`src/rtl/regfile_access_arbiter.sv`:
```
// regfile_access_arbiter: shares one single-port register file between a host port (0) and a decoder port (1).
// Round-robin by default; define REGARB_FIXED_PRIO_EN to give port 0 fixed priority.
module regfile_access_arbiter #(
  parameter int WIDTH = 8,
  parameter int DEPTH = 64,
  parameter int ADDR  = $clog2(DEPTH)
) (
  input  logic             CLK,
  input  logic             RST,
  input  logic             REQ0,
  input  logic             REQ1,
  input  logic             WE0,
  input  logic             WE1,
  input  logic [ADDR-1:0]  ADDR0,
  input  logic [ADDR-1:0]  ADDR1,
  input  logic [WIDTH-1:0] WDATA0,
  input  logic [WIDTH-1:0] WDATA1,
  output logic             GNT0,
  output logic             GNT1,
  output logic             RVLD0,
  output logic             RVLD1,
  output logic [WIDTH-1:0] RDATA,
  output logic             RF_WrEn,
  output logic             RF_RdEn,
  output logic [ADDR-1:0]  RF_Address,
  output logic [WIDTH-1:0] RF_WrData,
  input  logic [WIDTH-1:0] RF_RdData
);
  logic win0, gnt, we, t0_v, t0_id, t1_v, t1_id;
`ifdef REGARB_FIXED_PRIO_EN
  assign win0 = REQ0;
`else
  logic ptr;
  assign win0 = REQ0 & (~REQ1 | ~ptr);
  // serving the preferred port hands preference to the other one
  always_ff @(posedge CLK or negedge RST)
    if (!RST) ptr <= 1'b0;
    else if ((GNT0 & ~ptr) | (GNT1 & ptr)) ptr <= ~ptr;
`endif
  assign GNT0  = RST & win0;
  assign GNT1  = RST & REQ1 & ~win0;
  assign gnt   = GNT0 | GNT1;
  assign we    = GNT1 ? WE1 : WE0;
  assign RDATA = RF_RdData;
  always_ff @(posedge CLK or negedge RST)
    if (!RST) begin
      RF_WrEn    <= 1'b0;
      RF_RdEn    <= 1'b0;
      RF_Address <= '0;
      RF_WrData  <= '0;
      t0_v       <= 1'b0;
      t0_id      <= 1'b0;
      t1_v       <= 1'b0;
      t1_id      <= 1'b0;
      RVLD0      <= 1'b0;
      RVLD1      <= 1'b0;
    end else begin
      RF_WrEn <= gnt & we;
      RF_RdEn <= gnt & ~we;
      if (gnt) begin
        RF_Address <= GNT1 ? ADDR1 : ADDR0;
        RF_WrData  <= GNT1 ? WDATA1 : WDATA0;
      end
      t0_v  <= gnt & ~we;
      t0_id <= GNT1;
      t1_v  <= t0_v;
      t1_id <= t0_id;
      RVLD0 <= t1_v & ~t1_id;
      RVLD1 <= t1_v & t1_id;
    end
endmodule

```
`config.mk`:
```
export PLATFORM = sky130hd
export DESIGN_NAME = regfile_access_arbiter
export DESIGN_NICKNAME = d
export VERILOG_FILES = /design/src/rtl/regfile_access_arbiter.sv
export SDC_FILE = /design/constraint.sdc
export NUM_CORES = 1
export LEC_CHECK = 0
export ABC_AREA = 1
export ABC_CLOCK_PERIOD_IN_PS = 1000
export CAP_MARGIN = 20
export CORE_ASPECT_RATIO = 1.1
export CORE_MARGIN = 10
export CORE_UTILIZATION = 55
export DETAILED_ROUTE_END_ITERATION = 10
export DONT_BUFFER_PORTS = 1
export PLACE_DENSITY = 0.73
export RECOVER_POWER = 100
export REMOVE_ABC_BUFFERS = 1
export SYNTH_ARGS = -nofsm -noshare
export SYNTH_HDL_FRONTEND = slang
export SYNTH_SLANG_ARGS = --single-unit
```
`constraint.sdc`:
```
create_clock -name CLK -period 1 [get_ports CLK]
set_input_delay 0.2 -clock CLK [delete_from_list [all_inputs] [get_ports CLK]]
set_output_delay 0.2 -clock CLK [all_outputs]
set_load 0.02 [all_outputs]
```
After elaboration in Yosys (flattened, before gate mapping)
Index checks and enable logic that the tools add are counted.

operators by class
  bitwise operators = 18
  mux-type cells = 3

operators by type and width
  kind              count
  AND 1 bit         10
  2-to-1 mux 8 bit  1
  2-to-1 mux 6 bit  1
  inverter 1 bit    5
  OR 1 bit          3
  2-to-1 mux 1 bit  1

storage, ports and cells
  input bits = 42
  output and inout port bits = 28
  register bits after elaboration = 22
  logic and storage cells = 31

Longest topological paths before layout
Gate-level depths: netlist of run 1.

  depth after elaboration = 8
  mapped depth = 7

Least setup slack after synthesis of run 1
OpenSTA, ideal clock, no wires.

  path type = flip-flop to flip-flop
  from = register ptr
  to = register ptr
  arrival time = 1031 ps
  stages on the path, launching flop included = 5
  slack = -96 ps
  path buffers = 0
  library setup time = 66 ps
  cell sequence = dfrtp_1 -> nand2_1 -> nand2_4 -> nor2_1 -> o21a_1

between the ends
  elaborated cells between the ends (all ways) = 9

RTL lines
  what                      RTL line  source
  start: declaration        33        logic ptr;
  start signal: assignment  38        else if ((GNT0 & ~ptr) | (GNT1 & ptr)) ptr <= ~ptr;
  inverter 1 bit            34        assign win0 = REQ0 & (~REQ1 | ~ptr);
  OR 1 bit                  34
  AND 1 bit                 34
  AND 1 bit                 40        assign GNT0 = RST & win0;
  net GNT0                  18        output logic GNT0,
  AND 1 bit                 38
  OR 1 bit                  38

The timed path passes the listed nets, and every way through them passes these cells.
A chain may end at the register's enable or synchronous reset.

Final worst setup path of run 1
  from = register ptr
  to = output port GNT0

between the ends
  longest elaborated chain between the ends = 4

ends and longest elaborated chain
  what              RTL line
  inverter 1 bit    34
  OR 1 bit          34
  AND 1 bit         34
  AND 1 bit         40
  end: declaration  18

Every way passes these cells.

==> out/metrics.csv, run 1 <==
stage,metric,value,unit
outcome,status,"finished, violations left",
outcome,violations,setup timing,
worst_setup_path,crit_path_start_kind,flip-flop,
worst_setup_path,reg2reg_from,ptr,
timing,skew,2.406,ps
timing,tightest_slew,498.3,ps
worst_setup_path,worstSetupPathType,flip-flop to output port,
worst_setup_path,rr_endpoint,RF_WrData[2],
clocking,cts-root-buf,clkbuf_4,
detailed_routing,viasPerCell,5.183,
finish,layout.nets,201,
floorplan,core_area,2063,um2
floorplan,ioPinCount,70,
finish,n_fill_cell,187,
synthesis,synthAdderAreaFrac,0,%
worst_setup_path,cpPeakStageDelay,410,ps
detailed_routing,num_vias,964,
clocking,cts_sinks,22,
clocking,cts_tree,done,
pwr,power_density,1562,nW/um2
synthesis,synth_edf_count,0,
clocking,insertion_delay,320,ps
finish,antenna_cells,0,
synthesis,yosysWarningCount,0,
worst_hold_path,worstHoldPathType,input pin to flip-flop,
worst_hold_path,min_to,RF_WrEn,
clocking,htree_levels,1,
worst_hold_path,hold_depth,2,
worst_setup_path,r2r_cells,7,
worst_hold_path,min_from,WE1,
worst_setup_path,path_cells,nand2_2 > nand2_4 > nor2_4 > buf_6,
grt,antenna_found_initial,0,
finish,syn2layout_area_growth,14.77,%
detailed_routing,drt_wl_total,3241,um
synthesis,synth_top_family_by_area,simple AND/OR/NAND/NOR gates,
grt,grt_start_max_net_pins,23,
clocking,clkTransAtPathRegs,120,ps
timing,timing.final.crit_period,1324,ps
synthesis,muxShareOfSynthArea,0,%
synthesis,synthSimpleGateAreaFrac,33.78,%
synthesis,async_flop_share,100.0,%
timing,tns,-2913,ps
detailed_routing,firstDrtPassIters,4,
worst_setup_path,worstPathArrival,1120,ps
timing,fmax,0.7554,GHz
timing,setup_violations,19,
synthesis,netlist_area,1211,um2
worst_setup_path,r2r_slack,-170,ps
clocking,numCtsBuffers,3,
synthesis,ys_seq_elements,22,
flow_run,maxCapViolations,0,
floorplan,die_w,64.74,um
timing,hold_viol_final,0,
worst_setup_path,crit_fanout,3,
clocking,cts_buffer_depth,2,
worst_setup_path,cp-end-kind,output port,
worst_setup_path,cpLargestDelayFamily,flip-flops,
timing,final_max_slew_viol_count,0,
synthesis,yosysSeqAreaShare,45.45,%
synthesis,ys.flop_type,dfrtp_1,
detailed_routing,drc,0,
placement,dp_hpwl,2326,um
detailed_routing,drt-wirelength-per-cell,17.42,um
synthesis,synth_cells,154,
worst_setup_path,required,800,ps
timing,grt_setup_unrepaired,yes,
floorplan,rows,17,
grt,grt-ovfl-total,0,
placement,placed_area,1204,um2
floorplan,die_area,4481,um2
synthesis,synth.distinct_cells,15,
pwr,power,2.171,mW
timing,timing.final.ws_setup,-323.8,ps
pwr,p_leak,0.7678,nW
synthesis,synthXorXnorAreaFrac,0,%
floorplan,die_y,69.22,um
placement,routabilityCongestion,0.7315,
finish,final_area,1390,um2
grt,grt_pass1_vias,1108,
finish,drive_gt1_share,38.61,%
synthesis,synth_area_per_cell,7.865,um2
timing,maxSlewHeadroom,66.78,%
worst_setup_path,cp_slowest_cell,dfrtp_1,
detailed_routing,drtIter0Drc,36,
detailed_routing,ant_nets,0,
timing,period_share,132.4,%
grt,grt_use_total,14.56,%
worst_setup_path,crit_buf_inv,1,
floorplan,start_util,58.70,%
synthesis,synth_compound_area_share,1.756,%
pwr,max-vdd-ir-drop,982.5,uV
grt,grt_pass1_wl,5368,um
placement,io_buffers,0,
synth_stat cells (2+ instances only):
cell type,n,area [um2]
inv_1,31,116.4
buf_4,9,67.56
dfrtp_1,22,550.5
nand3_2,10,100.1
inv_2,3,11.26
nand2_1,48,180.2
nor2_1,3,11.26
buf_6,2,22.52
nand2_4,2,22.52
nand3_1,19,95.09
sequential cells by signal (all words and copies together) (netlist names):
| signal | count |
|---|---|
| ptr | 1 |
| RVLD0 | 1 |
| t0_id | 1 |
| t1_id | 1 |
| RF_WrData | 8 |
| RF_Address | 6 |
| RF_RdEn | 1 |
| RVLD1 | 1 |
| RF_WrEn | 1 |
| t1_v | 1 |
timing repair:
action,4_1_cts,5_1_grt
endpoints found under the hold margin,22,0
buffers inserted,2,0
setup endpoints to repair,33,35
pin swaps,1,1
resized for setup,34,6
hold buffers,1,0
gates cloned,1,0
cell usage in the layout, fill, tap and decap left out, drive strengths merged:
cell	n
o21a	1
clkbuf	5
nand2	50
nor2	3
buf	11
dfrtp	22
nand3	29
a21oi	1
o21ai	1
inv	34
dlygate4sd3	1
power by group:
part           total [mW]  switching, mW  internal (mW)
clock               0.505          0.282          0.223
sequential           1.20          0.188           1.01
combinational       0.464          0.273          0.192
how the worst max path moves through the flow:
stage | start | end | depth (start not counted) | slack (ps)
final | ptr | GNT0 | 4 | -320
after detailed placement | ptr | GNT0 | 4 | -70
after floorplan | ptr | ptr | 4 | -140
after global routing | ptr | GNT0 | 4 | -370
after global placement | ptr | GNT0 | 4 | -8
after CTS | ptr | GNT0 | 4 | -340
metal layers:
layer	global-route usage, %	wire (um)	vias to the layer above
met2	24.78	1740	47
met1	14.81	1172	456
met5	0	0	-
met4	5.425	38	0
met3	7.085	290	5
li1	-	-	456
metrics by stage:
step | instances | setup slack [ps] | hold slack (ps) | utilization (%)
final | 186 | -323.8 | 26.12 | 67.37
after CTS | 185 | -335.4 | 24.16 | 66.40
after floorplan | 141 | -141.9 | -95.59 | -
after detailed placement | 177 | -69.81 | -94.66 | 58.34
after global routing | 186 | -374.1 | 37.31 | 67.37
after global placement | 177 | -8.413 | -94.52 | 58.34
worst register-to-register path: cells and delay by family, from the launching register on:
kind          cells  cell delay [ps]
simple gates      5              400
flops             1              410
buf+inv           2              310
kinds of logic after synthesis:
logic type	Yosys count
and+or+nand+nor	82
buffers and inverters	47
DFF	22
AOI/OAI and AO/OA	3
area by class of cell:
type	instances	area (um2)	share of cell area, %
multi-input cells	85	494.2	35.55
clock buffers	4	36.28	2.610
inverters	34	135.1	9.721
well taps	28	35.03	2.520
flip-flops and latches	22	571.8	41.13
repair buffers	13	117.6	8.461
Note: power is estimated with default switching activity, not from simulation.
==> run 2: changes to the inputs <==
- CTS_CLUSTER_DIAMETER: default -> 80
==> results of run 2 <==
The final DEF is identical to that of run 1; final timing and power are the same.
